File: src/rtl/xosera_pkg.sv
// Shared definitions for the rectangle blitter: FSM states, XR register
// numbers and MODE bit positions.
package xosera_pkg;

    typedef enum logic [2:0] {
        BR_IDLE,
        BR_SETUP,
        BR_READ,
        BR_WAIT_READ,
        BR_WRITE,
        BR_WAIT_WRITE,
        BR_LINE_END,
        BR_DONE
    } blit_rect_state_t;

    localparam logic [3:0] XR_BLITR_MODE    = 4'h0;
    localparam logic [3:0] XR_BLITR_RD_MOD  = 4'h1;
    localparam logic [3:0] XR_BLITR_WR_MOD  = 4'h2;
    localparam logic [3:0] XR_BLITR_WR_MASK = 4'h3;
    localparam logic [3:0] XR_BLITR_WIDTH   = 4'h4;
    localparam logic [3:0] XR_BLITR_RD_ADDR = 4'h5;
    localparam logic [3:0] XR_BLITR_WR_ADDR = 4'h6;
    localparam logic [3:0] XR_BLITR_HEIGHT  = 4'h7;
    localparam logic [3:0] XR_BLITR_STATUS  = 4'hF;

    localparam int BLITR_MODE_FILL_BIT  = 15;
    localparam int BLITR_MODE_SHIFT_LSB = 0;
    localparam int BLITR_MODE_SHIFT_W   = 4;

endpackage

File: src/rtl/blit_rect_shifter.sv
// Combinational nibble shifter with carry-in from the previous source word,
// plus first/last-word write-mask selection.
module blit_shifter #(
    parameter int DATA_W = 16,
    parameter int NIB_W  = DATA_W / 4
) (
    input  logic [DATA_W-1:0] carry_i,
    input  logic [DATA_W-1:0] cur_i,
    input  logic [3:0]        shift_i,
    input  logic              first_i,
    input  logic              last_i,
    input  logic [NIB_W-1:0]  first_mask_i,
    input  logic [NIB_W-1:0]  last_mask_i,
    output logic [DATA_W-1:0] data_o,
    output logic [NIB_W-1:0]  mask_o
);

    logic [2*DATA_W-1:0] cat;
    logic [2*DATA_W-1:0] shifted;

    always_comb begin
        cat     = {carry_i, cur_i};
        shifted = cat >> {shift_i, 2'b00};
        data_o  = shifted[DATA_W-1:0];

        if (first_i && last_i) begin
            mask_o = first_mask_i & last_mask_i;
        end else if (first_i) begin
            mask_o = first_mask_i;
        end else if (last_i) begin
            mask_o = last_mask_i;
        end else begin
            mask_o = '1;
        end
    end

endmodule

File: src/rtl/blit_rect.sv
// 2-D VRAM rectangle copy/fill blitter on the XR register bus, with
// shadowed working registers and a one-deep request queue.
module blit_rect
    import xosera_pkg::*;
#(
    parameter int ADDR_W = 16,
    parameter int DATA_W = 16,
    parameter int CNT_W  = 16
) (
    input  logic                  clk,
    input  logic                  reset_n_i,
    input  logic                  xreg_wr_en_i,
    input  logic [3:0]            xreg_num_i,
    input  logic [DATA_W-1:0]     xreg_data_i,
    output logic [DATA_W-1:0]     xreg_data_o,
    output logic                  blit_busy_o,
    output logic                  blit_done_intr_o,
    output logic                  blit_vram_sel_o,
    input  logic                  blit_vram_ack_i,
    output logic                  blit_wr_o,
    output logic [DATA_W/4-1:0]   blit_wr_mask_o,
    output logic [ADDR_W-1:0]     blit_addr_o,
    input  logic [DATA_W-1:0]     blit_vram_data_i,
    output logic [DATA_W-1:0]     blit_data_o
);

    localparam int NIB_W = DATA_W / 4;

    typedef struct packed {
        logic                fill;
        logic [3:0]          shift;
        logic [ADDR_W-1:0]   rd_mod;
        logic [ADDR_W-1:0]   wr_mod;
        logic [NIB_W-1:0]    fmask;
        logic [NIB_W-1:0]    lmask;
        logic [CNT_W-1:0]    width;
        logic [DATA_W-1:0]   fill_val;
    } cfg_t;

    typedef struct packed {
        logic [ADDR_W-1:0]   rd_addr;
        logic [ADDR_W-1:0]   wr_addr;
        logic [CNT_W-1:0]    col;
        logic [CNT_W-1:0]    row;
        logic [DATA_W-1:0]   carry;
        logic [DATA_W-1:0]   word;
    } ptr_t;

    typedef struct packed {
        logic                sel;
        logic                wr;
        logic [ADDR_W-1:0]   addr;
        logic [DATA_W-1:0]   data;
        logic [NIB_W-1:0]    mask;
    } bus_t;

    // Reset is applied asynchronously but released on a clock edge.
    logic [1:0] rst_sync_q;
    logic       rst_n;

    always_ff @(posedge clk or negedge reset_n_i) begin
        if (!reset_n_i) begin
            rst_sync_q <= 2'b00;
        end else begin
            rst_sync_q <= {rst_sync_q[0], 1'b1};
        end
    end
    assign rst_n = rst_sync_q[1];

    logic [7:0][DATA_W-1:0] xr_q;
    logic [DATA_W-1:0]      r_mode, r_rd_mod, r_wr_mod, r_mask;
    logic [DATA_W-1:0]      r_width, r_rd_addr, r_wr_addr, r_height;
    logic [DATA_W-1:0]      rdata_q;

    assign r_mode    = xr_q[XR_BLITR_MODE[2:0]];
    assign r_rd_mod  = xr_q[XR_BLITR_RD_MOD[2:0]];
    assign r_wr_mod  = xr_q[XR_BLITR_WR_MOD[2:0]];
    assign r_mask    = xr_q[XR_BLITR_WR_MASK[2:0]];
    assign r_width   = xr_q[XR_BLITR_WIDTH[2:0]];
    assign r_rd_addr = xr_q[XR_BLITR_RD_ADDR[2:0]];
    assign r_wr_addr = xr_q[XR_BLITR_WR_ADDR[2:0]];
    assign r_height  = xr_q[XR_BLITR_HEIGHT[2:0]];

    blit_rect_state_t state_q, state_d;
    logic             queued_q, queued_d;
    cfg_t             cfg_q, cfg_d;
    ptr_t             ptr_q, ptr_d;
    bus_t             bus_q, bus_d;

    logic              busy;
    logic              height_wr;
    logic [DATA_W-1:0] cur;
    logic [DATA_W-1:0] sh_data;
    logic [NIB_W-1:0]  sh_mask;

    assign busy      = (state_q != BR_IDLE);
    assign height_wr = xreg_wr_en_i && (xreg_num_i == XR_BLITR_HEIGHT);
    assign cur       = cfg_q.fill ? cfg_q.fill_val : ptr_q.word;

    blit_shifter #(
        .DATA_W(DATA_W),
        .NIB_W (NIB_W)
    ) u_shifter (
        .carry_i     (ptr_q.carry),
        .cur_i       (cur),
        .shift_i     (cfg_q.shift),
        .first_i     (ptr_q.col == cfg_q.width),
        .last_i      (ptr_q.col == '0),
        .first_mask_i(cfg_q.fmask),
        .last_mask_i (cfg_q.lmask),
        .data_o      (sh_data),
        .mask_o      (sh_mask)
    );

    // Register file writes and registered readback; STATUS is not writable.
    always_ff @(posedge clk or negedge rst_n) begin
        if (!rst_n) begin
            xr_q    <= '0;
            rdata_q <= '0;
        end else begin
            if (xreg_wr_en_i && !xreg_num_i[3]) begin
                xr_q[xreg_num_i[2:0]] <= xreg_data_i;
            end
            if (xreg_num_i == XR_BLITR_STATUS) begin
                rdata_q <= {busy, queued_q, {(DATA_W-2){1'b0}}};
            end else if (!xreg_num_i[3]) begin
                rdata_q <= xr_q[xreg_num_i[2:0]];
            end else begin
                rdata_q <= '0;
            end
        end
    end

    always_ff @(posedge clk or negedge rst_n) begin
        if (!rst_n) begin
            state_q  <= BR_IDLE;
            queued_q <= 1'b0;
            cfg_q    <= '0;
            ptr_q    <= '0;
            bus_q    <= '{sel: 1'b0, wr: 1'b0, addr: '0, data: '0, mask: '1};
        end else begin
            state_q  <= state_d;
            queued_q <= queued_d;
            cfg_q    <= cfg_d;
            ptr_q    <= ptr_d;
            bus_q    <= bus_d;
        end
    end

    always_comb begin
        state_d  = state_q;
        queued_d = queued_q;
        cfg_d    = cfg_q;
        ptr_d    = ptr_q;
        bus_d    = bus_q;

        case (state_q)
            BR_IDLE: begin
                if (queued_q) state_d = BR_SETUP;
            end
            BR_SETUP: begin
                cfg_d.fill     = r_mode[BLITR_MODE_FILL_BIT];
                cfg_d.shift    = r_mode[BLITR_MODE_SHIFT_LSB +: BLITR_MODE_SHIFT_W];
                cfg_d.rd_mod   = r_rd_mod[ADDR_W-1:0];
                cfg_d.wr_mod   = r_wr_mod[ADDR_W-1:0];
                cfg_d.fmask    = r_mask[DATA_W-1 -: NIB_W];
                cfg_d.lmask    = r_mask[DATA_W-1-NIB_W -: NIB_W];
                cfg_d.width    = r_width[CNT_W-1:0];
                cfg_d.fill_val = r_rd_addr;
                ptr_d.rd_addr  = r_rd_addr[ADDR_W-1:0];
                ptr_d.wr_addr  = r_wr_addr[ADDR_W-1:0];
                ptr_d.col      = r_width[CNT_W-1:0];
                ptr_d.row      = r_height[CNT_W-1:0];
                ptr_d.carry    = '0;
                queued_d       = 1'b0;
                state_d        = r_mode[BLITR_MODE_FILL_BIT] ? BR_WRITE : BR_READ;
            end
            BR_READ: begin
                bus_d.sel     = 1'b1;
                bus_d.wr      = 1'b0;
                bus_d.addr    = ptr_q.rd_addr;
                ptr_d.rd_addr = ptr_q.rd_addr + ADDR_W'(1);
                state_d       = BR_WAIT_READ;
            end
            BR_WAIT_READ: begin
                if (blit_vram_ack_i) begin
                    bus_d.sel  = 1'b0;
                    ptr_d.word = blit_vram_data_i;
                    state_d    = BR_WRITE;
                end
            end
            BR_WRITE: begin
                bus_d.sel     = 1'b1;
                bus_d.wr      = 1'b1;
                bus_d.addr    = ptr_q.wr_addr;
                bus_d.data    = sh_data;
                bus_d.mask    = sh_mask;
                ptr_d.wr_addr = ptr_q.wr_addr + ADDR_W'(1);
                state_d       = BR_WAIT_WRITE;
            end
            BR_WAIT_WRITE: begin
                if (blit_vram_ack_i) begin
                    bus_d.sel   = 1'b0;
                    ptr_d.carry = cur;
                    if (ptr_q.col != '0) begin
                        ptr_d.col = ptr_q.col - CNT_W'(1);
                        state_d   = cfg_q.fill ? BR_WRITE : BR_READ;
                    end else begin
                        state_d   = BR_LINE_END;
                    end
                end
            end
            BR_LINE_END: begin
                // Modulos are two's complement, so a plain wrapping add covers negative steps.
                ptr_d.rd_addr = ptr_q.rd_addr + cfg_q.rd_mod;
                ptr_d.wr_addr = ptr_q.wr_addr + cfg_q.wr_mod;
                ptr_d.carry   = '0;
                if (ptr_q.row != '0) begin
                    ptr_d.row = ptr_q.row - CNT_W'(1);
                    ptr_d.col = cfg_q.width;
                    state_d   = cfg_q.fill ? BR_WRITE : BR_READ;
                end else begin
                    state_d   = BR_DONE;
                end
            end
            BR_DONE: begin
                state_d = queued_q ? BR_SETUP : BR_IDLE;
            end
            default: begin
                state_d = BR_IDLE;
            end
        endcase

        // A HEIGHT write landing on the SETUP cycle stays queued for the next rectangle.
        if (height_wr) queued_d = 1'b1;
    end

    assign xreg_data_o      = rdata_q;
    assign blit_busy_o      = busy;
    assign blit_done_intr_o = (state_q == BR_DONE);
    assign blit_vram_sel_o  = bus_q.sel;
    assign blit_wr_o        = bus_q.wr;
    assign blit_wr_mask_o   = bus_q.mask;
    assign blit_addr_o      = bus_q.addr;
    assign blit_data_o      = bus_q.data;

endmodule

File: config.mk
export PLATFORM = sky130hd
export DESIGN_NAME = blit_rect
export DESIGN_NICKNAME = d
export VERILOG_FILES = /design/src/rtl/xosera_pkg.sv /design/src/rtl/blit_rect_shifter.sv /design/src/rtl/blit_rect.sv
export SDC_FILE = /design/constraint.sdc
export NUM_CORES = 1
export LEC_CHECK = 0
export CAP_MARGIN = 20
export CELL_PAD_IN_SITES_DETAIL_PLACEMENT = 1
export CELL_PAD_IN_SITES_GLOBAL_PLACEMENT = 2
export CORE_ASPECT_RATIO = 1.5
export CORE_MARGIN = 2
export CORE_UTILIZATION = 40
export DETAILED_ROUTE_END_ITERATION = 6
export GPL_ROUTABILITY_DRIVEN = 0
export PLACE_DENSITY = 0.8
export SLEW_MARGIN = 5
export SYNTH_ARGS = -nofsm -noshare
export SYNTH_HDL_FRONTEND = slang
export SYNTH_SLANG_ARGS = --single-unit
File: constraint.sdc
create_clock -name clk -period 12.5 [get_ports clk]
set_clock_uncertainty 0.15 [all_clocks]
set_input_delay 2.5 -clock clk [delete_from_list [all_inputs] [get_ports clk]]
set_output_delay 2.5 -clock clk [all_outputs]
set_load 0.05 [all_outputs]
### After elaboration in Yosys (flattened, before gate mapping)

Cells that the tools add are included.
W data, S select, Z words.

| word-level totals | value |
|---|---|
| output and inout bits | 56 |
| register bits | 361 |

| operators by class | value |
|---|---|
| add/subtract/negate cells | 6 |
| shift operators | 1 |
| equality and inequality tests | 16 |
| muxes and demuxes | 34 |
| reduce and logical (&&, ||, !) cells | 27 |
| bitwise gates (word level) | 1 |
| $lt $le $gt $ge | 2 |

Operators with widths:

| cell | count |
|---|---|
| $pmux W16 S3 | 3 |
| $bwmux W128 | 1 |
| $mux W16 | 8 |
| $pmux W16 S2 | 2 |
| $bmux W16 S3 | 1 |
| $demux W16 S3 | 1 |
| $pmux W17 S2 | 1 |
| $add A16 B1 Y16 const B | 2 |
| $add A16 B16 Y16 | 2 |
| $mux W32 | 1 |
| $reduce_bool A16 Y1 | 2 |
| $shr A32 B6 Y16 | 1 |
| $sub A16 B1 Y16 const B | 2 |
| $pmux W3 S8 | 1 |
| $mux W3 | 7 |
| $eq A16 B16 Y1 | 1 |
| $logic_not A16 Y1 | 1 |
| $eq A3 B3 Y1 const B | 4 |
| $mux W4 | 3 |
| $reduce_bool A3 Y1 | 4 |
| $ne A2 B2 Y1 const B | 5 |
| $reduce_bool A2 Y1 | 5 |
| $reduce_and A2 Y1 | 4 |
| $eq A3 B2 Y1 const B | 2 |
| 15 further kinds | 23 |

### Logic depth before layout (Yosys ltp)

| logic depth | value |
|---|---|
| depth after elaboration | 5 |
| gate-level depth with buffers | 14 |
| depth with buffers taken out | 11 |

### By module

A second synthesis with hierarchy kept.

| second synthesis, totals | value |
|---|---|
| cell total of the unflattened synthesis | 1826 |
| area total of the unflattened synthesis | 18810.5 um2 |

By module, submodules not included:

| module | times used | cells each | area each (um2) |
|---|---|---|---|
| blit_rect | 1 | 1726 | 17857.1 |
| blit_shifter | 1 | 100 | 953.4 |

### Least setup slack after synthesis

OpenSTA, ideal clock, no wires.

| timing | value |
|---|---|
| kind | in2reg |
| start | input port xreg_num_i[3] |
| end | register xr_q, in the netlist r_mask[10] |
| required time | 12.225 ns |
| arrival time | 3.888 ns |
| path slack | 8.338 ns |
| stages on the path | 6 |
| cell sequence | clkbuf_1 nor3b_1 and2_1 buf_2 buf_2 mux2_2 |

| between the ends | value |
|---|---|
| word-level cells in the longest chain between the ends | 2 |

RTL lines:

| item | line | text |
|---|---|---|
| start: declaration | blit_rect.sv:13 | `input logic [3:0] xreg_num_i,` |
| $logic_not A1 Y1 | n/a |  |
| $logic_and A1 B1 Y1 | blit_rect.sv:121 | `if (xreg_wr_en_i && !xreg_num_i[3]) begin` |
| end signal: indexed assignment | blit_rect.sv:122 | `xr_q[xreg_num_i[2:0]] <= xreg_data_i;` |
| end: declaration | blit_rect.sv:70 | `logic [7:0][DATA_W-1:0] xr_q;` |

No other way between the ends.
A chain may end at the register's enable or synchronous reset.

### Final worst setup path

| timing | value |
|---|---|
| start | register state_q[2] |
| end | output port blit_busy_o |

| between the ends | value |
|---|---|
| word-level cells in the longest chain between the ends | 1 |

RTL lines:

| item | line | text |
|---|---|---|
| start: declaration | blit_rect.sv:84 | `blit_rect_state_t state_q, state_d;` |
| start signal: assignment | blit_rect.sv:142 | `state_q <= state_d;` |
| $reduce_bool A3 Y1 | blit_rect.sv:96 | `assign busy = (state_q != BR_IDLE);` |
| end: declaration | blit_rect.sv:16 | `output logic blit_busy_o,` |

No other way between the ends.

==> impl_metrics.json <==
{
  "min_path_type": "flip-flop to asynchronous set/reset pin",
  "die_area_sq_um": 47900,
  "maxSlewHeadroom": 0.344,
  "power_frac_seq": 0.379,
  "numCtsBuffers": 40,
  "synth_nets": 1867,
  "required_ns": 9.85,
  "nets": 1912,
  "rows": 96,
  "clkTransAtPathRegs_ns": 0.06,
  "drt-total-wl_um": 60500,
  "crit_fanout": 68,
  "yosysWarnings": 0,
  "cts_buffer_depth": 3,
  "htree_levels": 2,
  "end_kind": "output pin",
  "p_sw_frac": 0.413,
  "synth_edf_count": 0,
  "synthMostInstantiatedCell": "dfrtp_1",
  "multi_input_area_sq_um": 8870,
  "cts_root_buffer": "clkbuf_16",
  "p_int_w": 0.00315,
  "die_h_um": 267,
  "n_fill_cell": 5012,
  "drive_above_1_share": 0.163,
  "top_regs": "ptr_q (96), cfg_q (77)",
  "cts_tree": "built",
  "via_per_inst": 5.86,
  "r2r_slack_ns": 7.61,
  "initial_core_util": 0.404,
  "rsz0062_at_grt": "false",
  "hold_viol": 0,
  "syn2layout_area_growth_pct": 15.1,
  "drtIter0Drc": 840,
  "grt_pass1_wl_um": 93200,
  "die_w_um": 179,
  "syn_area_sq_um": 18500,
  "wl_per_cell_um": 24.6,
  "insertion_delay_ns": 0.55,
  "grt_pass1_vias": 15000,
  "overflow": 0,
  "p_per_area_nw_per_um2": 253,
  "yosys-top-cells-count": "357 x dfrtp_1, 329 x nand2_1, 164 x mux2_2",
  "async_reset_ff_frac": 1.00,
  "post_cts_resized": 0,
  "top_register": "ptr_q",
  "antenna_left": 0,
  "vias": 14400,
  "synth_area_leaders": "dfrtp_1 48%, mux2_2 10%, nand2_1 6.7%",
  "antenna_found_initial": 0,
  "cp-start-kind": "flip-flop",
  "seq_area_sq_um": 9040,
  "seq_area_frac_synth": 0.490,
  "tightest_slew_ns": 0.983,
  "hold_buffers": 0,
  "coreArea_sq_um": 45600,
  "path_class": "flip-flop to output pin",
  "period_share": 0.435,
  "max_clock_freq_ghz": 0.184,
  "io_buffers": 95,
  "vdd_drop_max_mv": 0.101,
  "status": "finished, final reports clean",
  "cap_violations": 0,
  "cts_post_setup_buffers_inserted": 0,
  "boundaryPins": 96,
  "dr.pass1.iters": 5,
  "place_hpwl_um": 43200,
  "slew_viol_final": 0,
  "synth-seq-cells": 361,
  "p_switching_w": 0.00222,
  "power.total_w": 0.00537,
  "yosysTopAreaCell": "dfrtp_1",
  "crit_arrival_ns": 2.79,
  "finalSetupViolCount": 0,
  "track_usage": 0.258,
  "clock_sinks": 361,
  "yosys_most_used_dff": "dfrtp_1",
  "syn_area_per_cell_sq_um": 10.3,
  "grt_max_degree": 165,
  "finalCriticalPeriod_ns": 5.44,
  "pwr-share-clk": 0.230,
  "synth.top_cell.area_share": 0.484,
  "p_leak_nw": 9.60,
  "tns_ns": 0,
  "syn-instance-count": 1793,
  "largest_register_ff_count": 96,
  "p_comb_frac": 0.391,
  "route.detailed.drc": 0,
  "ys_types": 73
}
==> power by group through the flow <==
stage	clock network, W	logic, W	registers [W]
6_report	0.00124	0.00210	0.00204
5_1_grt	0.00131	0.00232	0.00209
4_1_cts	0.00126	0.00212	0.00203
3_5_place_dp	0	0.00210	0.00205
3_3_place_gp	0	0.00203	0.00203
2_1_floorplan	0	0.00139	0.00204
==> path summary, 6_finish.rpt <==
path / start / cells after the start / to
setup / recovery: state_q[2] / 3 / blit_busy_o
min in group clk: rst_sync_q[0] / 0 / rst_sync_q[1]
hold reg to reg: rst_sync_q[1] / 0 / ptr_q[42]
setup reg to reg: state_q[2] / 12 / ptr_q[78]
max in group asynchronous: reset_n_i / 1 / rst_sync_q[1]
hold / removal: rst_sync_q[1] / 0 / ptr_q[42]
==> cell usage in the layout (no fill, tap or decap), types with 18 or more instances in the layout <==
cell type        count
dfrtp_1            355
nand2_1            329
mux2_2             164
nor2_1             107
o21ai_0            102
a21oi_1             98
clkdlybuf4s50_1     92
mux2i_1             64
clkbuf_16           42
and3_1              36
ha_1                32
xor2_1              28
a22oi_1             24
a211oi_1            24
o22ai_1             21
mux4_2              20
a22o_1              19
buf_4               19
nor2b_1             18
a221oi_1            18
==> per-stage QoR <==
step	utilization	instances	hold WS (ns)	setup WS, ns	area, sq um
2_1_floorplan	-	1793	0.181	1.55	18500
3_3_place_gp	0.434	2380	0.190	6.98	19800
3_5_place_dp	0.435	2382	0.187	7.05	19800
4_1_cts	0.465	2453	0.201	7.00	21200
5_1_grt	0.465	2455	0.227	6.93	21200
6_report	0.465	2456	0.185	7.06	21200
==> worst max-delay path, stage by stage (launching register included) <==
cell             delay [ns]
dfrtp_2                0.47
buf_4                  0.56
or3_1                  0.35
clkdlybuf4s50_1        0.86
==> cell type report <==
cell class                      instances  share of cell area
Antenna cell                            1            0.000118
Clock buffer                           58              0.0570
Clock inverter                         13             0.00736
Inverter                               16             0.00283
Multi-Input combinational cell       1300               0.418
Sequential cell                       361               0.426
Tap cell                              588              0.0346
Timing Repair Buffer                  119              0.0544
==> metal layers <==
layer	global-route usage	vias to the layer above	wire length, um
met5	0	-	0
met4	0.128	0	3480
met3	0.0256	146	2020
met2	0.450	353	30700
met1	0.315	7396	24300
li1	-	6496	-
==> kinds of logic (layout without fill, tap and decap cells) <==
group	after synthesis	after routing	synth area share
AOI/OAI and AO/OA	386	386	0.134
xor gates and xnor gates	45	45	0.0214
adders and majority gates	34	34	0.0239
buffers and inverters	132	206	0.0305
DFF	361	361	0.490
muxes	248	248	0.159
other	1	2	0.000203
and+or+nand+nor	586	586	0.141
No activity file was read; power rests on OpenSTA's default activity.
